`src/rtl/div_unit.sv`:
```
// ----------------------------------------------------------------------------
// div_unit
//   Multi-cycle radix-2 restoring divider for DIV/DIVU in the execute stage.
//   One quotient bit is produced per clock. The final result is returned as
//   {remainder, quotient}. The execute stage writes the remainder to HI and
//   the quotient to LO.
//
//   Handshake: start_i acts as the request valid. The execute stage raises it
//   together with the operands and holds it until it sees ready_o. ready_o
//   acts as the response valid, and result_o is valid only while ready_o is
//   high. When the execute stage lowers start_i, the result is consumed and
//   the unit goes back to FREE on the next edge. annul_i cancels a divide in
//   flight. It has no effect once the result is ready.
//
// Ports
//   clk           clock, rising edge
//   rst           synchronous active-low reset
//   signed_div_i  1 = DIV (signed), 0 = DIVU; sampled with start
//   opdata1_i     dividend, sampled with start
//   opdata2_i     divisor, sampled with start
//   start_i       divide request, held until ready_o
//   annul_i       flush: abort an in-flight divide
//   result_o      {remainder, quotient}, zero while ready_o is low
//   ready_o       result_o valid
//   state_dbg     current FSM state (FREE=0, BYZERO=1, ON=2, END=3)
// ----------------------------------------------------------------------------
module div_unit #(
   parameter int WIDTH = 32
) (
   input  logic                 clk,
   input  logic                 rst,
   input  logic                 signed_div_i,
   input  logic [WIDTH-1:0]     opdata1_i,
   input  logic [WIDTH-1:0]     opdata2_i,
   input  logic                 start_i,
   input  logic                 annul_i,
   output logic [2*WIDTH-1:0]   result_o,
   output logic                 ready_o,
   output logic [1:0]           state_dbg
);

   localparam int CW = $clog2(WIDTH + 1);
   // The counter runs 0..WIDTH-1 for the shift/subtract steps. The value
   // WIDTH marks the extra edge that sign-corrects and publishes the result.
   localparam logic [CW-1:0] CNT_LAST = CW'(WIDTH);

   typedef enum logic [1:0] {
      S_FREE   = 2'd0,
      S_BYZERO = 2'd1,
      S_ON     = 2'd2,
      S_END    = 2'd3
   } state_t;

   state_t               state_q, state_n;
   logic [CW-1:0]        cnt_q, cnt_n;
   logic [WIDTH-1:0]     quo_q, quo_n;   // dividend shifts out, quotient shifts in
   logic [WIDTH-1:0]     rem_q, rem_n;   // partial remainder
   logic [WIDTH-1:0]     dvs_q, dvs_n;   // divisor magnitude
   logic                 neg_quo_q, neg_quo_n;
   logic                 neg_rem_q, neg_rem_n;
   logic [2*WIDTH-1:0]   result_n;
   logic                 ready_n;

   logic [WIDTH-1:0]     op1_abs, op2_abs;
   logic [WIDTH:0]       rem_shift, diff;
   logic [WIDTH-1:0]     quo_fix, rem_fix;

   // Take magnitudes only for signed divides with a negative operand.
   // For the most negative value, the wrapped magnitude is still correct
   // as an unsigned value.
   assign op1_abs = (signed_div_i && opdata1_i[WIDTH-1]) ? -opdata1_i : opdata1_i;
   assign op2_abs = (signed_div_i && opdata2_i[WIDTH-1]) ? -opdata2_i : opdata2_i;

   // One restoring step: bring in the next dividend bit and try to subtract.
   // If diff[WIDTH] is set, the trial went negative and is discarded.
   assign rem_shift = {rem_q, quo_q[WIDTH-1]};
   assign diff      = rem_shift - {1'b0, dvs_q};

   assign quo_fix = neg_quo_q ? -quo_q : quo_q;
   assign rem_fix = neg_rem_q ? -rem_q : rem_q;

   assign state_dbg = state_q;

   always_ff @(posedge clk) begin
      if (!rst) begin
         state_q   <= S_FREE;
         cnt_q     <= '0;
         quo_q     <= '0;
         rem_q     <= '0;
         dvs_q     <= '0;
         neg_quo_q <= 1'b0;
         neg_rem_q <= 1'b0;
         result_o  <= '0;
         ready_o   <= 1'b0;
      end else begin
         state_q   <= state_n;
         cnt_q     <= cnt_n;
         quo_q     <= quo_n;
         rem_q     <= rem_n;
         dvs_q     <= dvs_n;
         neg_quo_q <= neg_quo_n;
         neg_rem_q <= neg_rem_n;
         result_o  <= result_n;
         ready_o   <= ready_n;
      end
   end

   always_comb begin
      state_n   = state_q;
      cnt_n     = cnt_q;
      quo_n     = quo_q;
      rem_n     = rem_q;
      dvs_n     = dvs_q;
      neg_quo_n = neg_quo_q;
      neg_rem_n = neg_rem_q;
      result_n  = result_o;
      ready_n   = ready_o;

      case (state_q)
         S_FREE: begin
            ready_n  = 1'b0;
            result_n = '0;
            if (start_i && !annul_i) begin
               cnt_n = '0;
               if (opdata2_i == '0) begin
                  state_n = S_BYZERO;
               end else begin
                  quo_n     = op1_abs;
                  dvs_n     = op2_abs;
                  rem_n     = '0;
                  neg_quo_n = signed_div_i && (opdata1_i[WIDTH-1] ^ opdata2_i[WIDTH-1]);
                  neg_rem_n = signed_div_i && opdata1_i[WIDTH-1];
                  state_n   = S_ON;
               end
            end
         end

         S_BYZERO: begin
            // A divide by zero spends two edges here, then returns zero
            // without raising any exception.
            if (annul_i) begin
               state_n = S_FREE;
            end else if (cnt_q != '0) begin
               result_n = '0;
               ready_n  = 1'b1;
               state_n  = S_END;
            end else begin
               cnt_n = cnt_q + CW'(1);
            end
         end

         S_ON: begin
            if (annul_i) begin
               state_n = S_FREE;
            end else if (cnt_q == CNT_LAST) begin
               result_n = {rem_fix, quo_fix};
               ready_n  = 1'b1;
               state_n  = S_END;
            end else begin
               if (!diff[WIDTH]) begin
                  rem_n = diff[WIDTH-1:0];
                  quo_n = {quo_q[WIDTH-2:0], 1'b1};
               end else begin
                  rem_n = rem_shift[WIDTH-1:0];
                  quo_n = {quo_q[WIDTH-2:0], 1'b0};
               end
               cnt_n = cnt_q + CW'(1);
            end
         end

         S_END: begin
            if (!start_i) begin
               state_n  = S_FREE;
               ready_n  = 1'b0;
               result_n = '0;
            end
         end

         default: begin
            state_n = S_FREE;
         end
      endcase
   end

endmodule

```
`config.mk`:
```
export PLATFORM = sky130hd
export DESIGN_NAME = div_unit
export DESIGN_NICKNAME = d
export VERILOG_FILES = /design/src/rtl/div_unit.sv
export SDC_FILE = /design/constraint.sdc
export NUM_CORES = 1
export LEC_CHECK = 0
export BUFFER_PORTS_ARGS = -buffer_cell sky130_fd_sc_hd__buf_2
export CORE_AREA = 4 4 138 140
export CTS_CLUSTER_SIZE = 20
export DETAILED_ROUTE_END_ITERATION = 16
export DIE_AREA = 0 0 142 144
export GPL_ROUTABILITY_DRIVEN = 0
export PLACE_DENSITY = 0.95
export REMOVE_ABC_BUFFERS = 1
export SYNTH_ARGS = -nofsm -noshare
export SYNTH_HDL_FRONTEND = slang
export SYNTH_SLANG_ARGS = --single-unit
```
`constraint.sdc`:
```
create_clock -name clk -period 5.6 [get_ports clk]
set_input_delay 0.28 -clock clk [delete_from_list [all_inputs] [get_ports clk]]
set_output_delay 0.28 -clock clk [all_outputs]
set_load 0.01 [all_outputs]
```
==> out/results.tsv <==
metric	value	unit
Detailed Routing Iterations Pass 1	6	
Top Usage Layer GRT	met2	
Peak VDD IR	0.000250	V
Clk network pwr share	26.8	%
Power Total	0.00455	W
Layout Skew	0.00938	ns
critical path class	register to register	
grt met3 use	4.50	%
Tot GR Track Use	28.4	%
sequential power share	33.2	%
status	finished clean	
Critical Path Source Type	register	
Slew Limit Fails	0	
slowest cell on the critical path	buf_4	
setup_tns	0	ns
CP Cell Sequence	inv_1 -> ha_1 -> fa_1 -> nand2b_1 -> a211oi_1 -> o21ai_0 -> a31oi_1 -> o21a_1 -> o2111ai_1 -> nand4_1 -> buf_4 -> mux2i_1 -> o21ai_0	
Seq/Total Area, Yosys	30.5	%
RSZ-0062 raised after global routing	no	
CP delay by family, top	compound AO/OA/AOI/OAI gates	
wire per inst	16.9	um
stages on the worst setup path	13	
internal reg-to-reg setup slack	1.88	ns
CTS max path bufs	2	
R2R depth	13	
via count of the first global-routing pass	10100	
full die area	20400	sq um
Arrival @ worst endpoint	3.98	ns
Place WS	1.84	ns
Power Internal	0.00275	W
R2R Path Start	quo_q[31]	
Overflow after GRT	0	
latest clock arrival within the worst-skew pair	0.44	ns
top-level I/O count	136	
worst-path fanout max	39	
Sw Share	39.5	%
die width	142	um
CORE AREA	17800	sq um
Post-synth EDFFs	0	
worst r2r dst	rem_q[16]	
CP most frequent cell	o21ai_0	
die height	144	um
NetSw	0.00180	W
setup ws final	1.88	ns
clock-pin transition on the worst setup and hold timing paths	0.06	ns
Worst Path Required	5.86	ns
Period Utilization, post-route	66.4	%
Final Core Density	70.3	%
fmax	0.269	GHz
initial antenna violation count	0	
fin crit period	3.72	ns
met2 Use GR	47.4	%
starting density of the core	62.8	%
share of layout cells above drive strength 1	12.6	%
first-pass GRT wire length	48100	um
PortBufs	135	
most common cell after layout, fill and taps aside	nand2_1	
largest net degree at the start of global routing	84	
Final HPWL DP	21000	um
diodes inserted	0	
Critical path buffers and inverters	2	
Fillers	1306	
CTS Root Cell	clkbuf_16	
clock sink count	171	
Leakage Power	5.44	nW
drt total wl	29800	um
Area Growth Syn to Fin	11.9	%
nets	1637	
htree depth	4	
Synth warnings	0	
Yosys top cell by area	dfxtp_1	
Post-Synthesis Cell Area	11200	sq um
most frequent cells in the layout	236 x nand2_1, 171 x dfxtp_1, 135 x buf_2	
CTS tree	built	
cell count after synthesis	1439	
crit path from	quo_q[31]	
DRC Markers	0	
GRT met1 Usage	36.8	%
post-synthesis register bit count	171	
total CTS buffers	17	
Comb pwr share	40.0	%
average size of a mapped cell	7.79	sq um
routed via count	10900	
Via density	6.20	
pwr dens	363	nW/um^2
Hold Vio Cnt, Final	0	
synth top area cells	dfxtp_1 31%, nand2_1 7.9%, xnor2_1 6.2%	
crit path to	rem_q[16]	
Worst Hold Class	input port to register	
Post-CTS Resized	0	
Detail Route Antenna Nets	0	
Critical Path Max Stage Delay	0.46	ns
cts hold-fix bufs	0	
endpoint class of the critical path	register	
top cell type's share of synthesized area	30.5	%
Synth cell types	67	
Async SR Flop Fraction	0	%
Max Cap Viol	0	
relative slew slack	26.8	%
Slew @ Worst Pin	1.10	ns
floorplan row count	49	
Setup-failing EPs final	0	
Post-CTS Setup Inserts	0	
Synth Flop Type	dfxtp_1	
number of DRC markers in iteration 0	1189	
through the flow:
stage	instance area, sq um	std cells	hold slack, ns
6_report	12500	1765	0.172
5_1_grt	12500	1765	0.183
4_1_cts	12500	1765	0.165
3_5_place_dp	11900	1733	0.438
3_3_place_gp	11900	1733	0.432
2_1_floorplan	10900	1359	0.402
routing by layer:
metal | routed length (um) | share of wire (%)
met1 | 12200 | 41
met2 | 13900 | 47
met3 | 2730 | 9.1
met4 | 941 | 3.2
met5 | 0 | 0
flip-flops by register name, summed over array words and instances (netlist names):
signal	cells
rem_q	32
result_o	64
dvs_q	32
state_dbg	2
cnt_q	6
ready_o	1
quo_q	32
neg_quo_q	1
neg_rem_q	1
logic make-up after synthesis:
group           Yosys count  synth area share, %
simple gates            495                 21.0
compound gates          412                 24.4
flops                   171                 30.5
xor+xnor                143                 11.2
buf+inv                 141                 4.86
fa+ha+maj                45                 5.09
mux                      32                 2.88
how the worst min path moves through the flow:
stage | startpoint | to | slack, ns | cells past startpoint
floorplan | rst | dvs_q[31] | 0.40 | 1
global placement | result_o[30] | result_o[30] | 0.43 | 2
detailed placement | result_o[25] | result_o[25] | 0.44 | 2
CTS | opdata2_i[0] | dvs_q[0] | 0.16 | 3
global route | opdata2_i[0] | dvs_q[0] | 0.18 | 3
finish | opdata2_i[0] | dvs_q[0] | 0.17 | 3
synth_stat cells, drive strengths merged (16+ instances only):
master	count
o211a	33
inv	61
xnor2	79
ha	44
o31ai	30
xor2	64
nor2	59
o21ai	137
a22oi	27
nand2	236
dfxtp	171
mux2i	30
a21boi	42
clkbuf	74
nor3	19
nor2b	38
or3	16
nand3	42
a21oi	67
power groups by stage:
stage / Combinational [W] / Sequential [W] / Clock (W)
after floorplan: 0.00128 / 0.00151 / 0
after global placement: 0.00168 / 0.00152 / 0
after detailed placement: 0.00174 / 0.00153 / 0
after CTS: 0.00178 / 0.00151 / 0.00122
after global routing: 0.00199 / 0.00153 / 0.00128
final: 0.00182 / 0.00151 / 0.00122
worst register-to-register path, delay by kind of cell (launching register included):
| kind | cells | cell delay (ns) |
|---|---|---|
| AOI/OAI and AO/OA | 6 | 1.35 |
| adders and majority gates | 2 | 0.67 |
| buffers and inverters | 2 | 0.57 |
| DFF | 1 | 0.33 |
| muxes | 1 | 0.31 |
| and+or+nand+nor | 2 | 0.31 |
final cells by class:
type                       count  area (sq um)  area share (%)
multi-input combinational   1127          7240            57.8
sequential                   171          3420            27.3
timing repair buffer         145           751            5.99
clock buffer                  22           464            3.70
tap                          229           287            2.28
inverter                      61           229            1.83
clock inverter                10           141            1.13
Power figures use the tool's default switching activity.
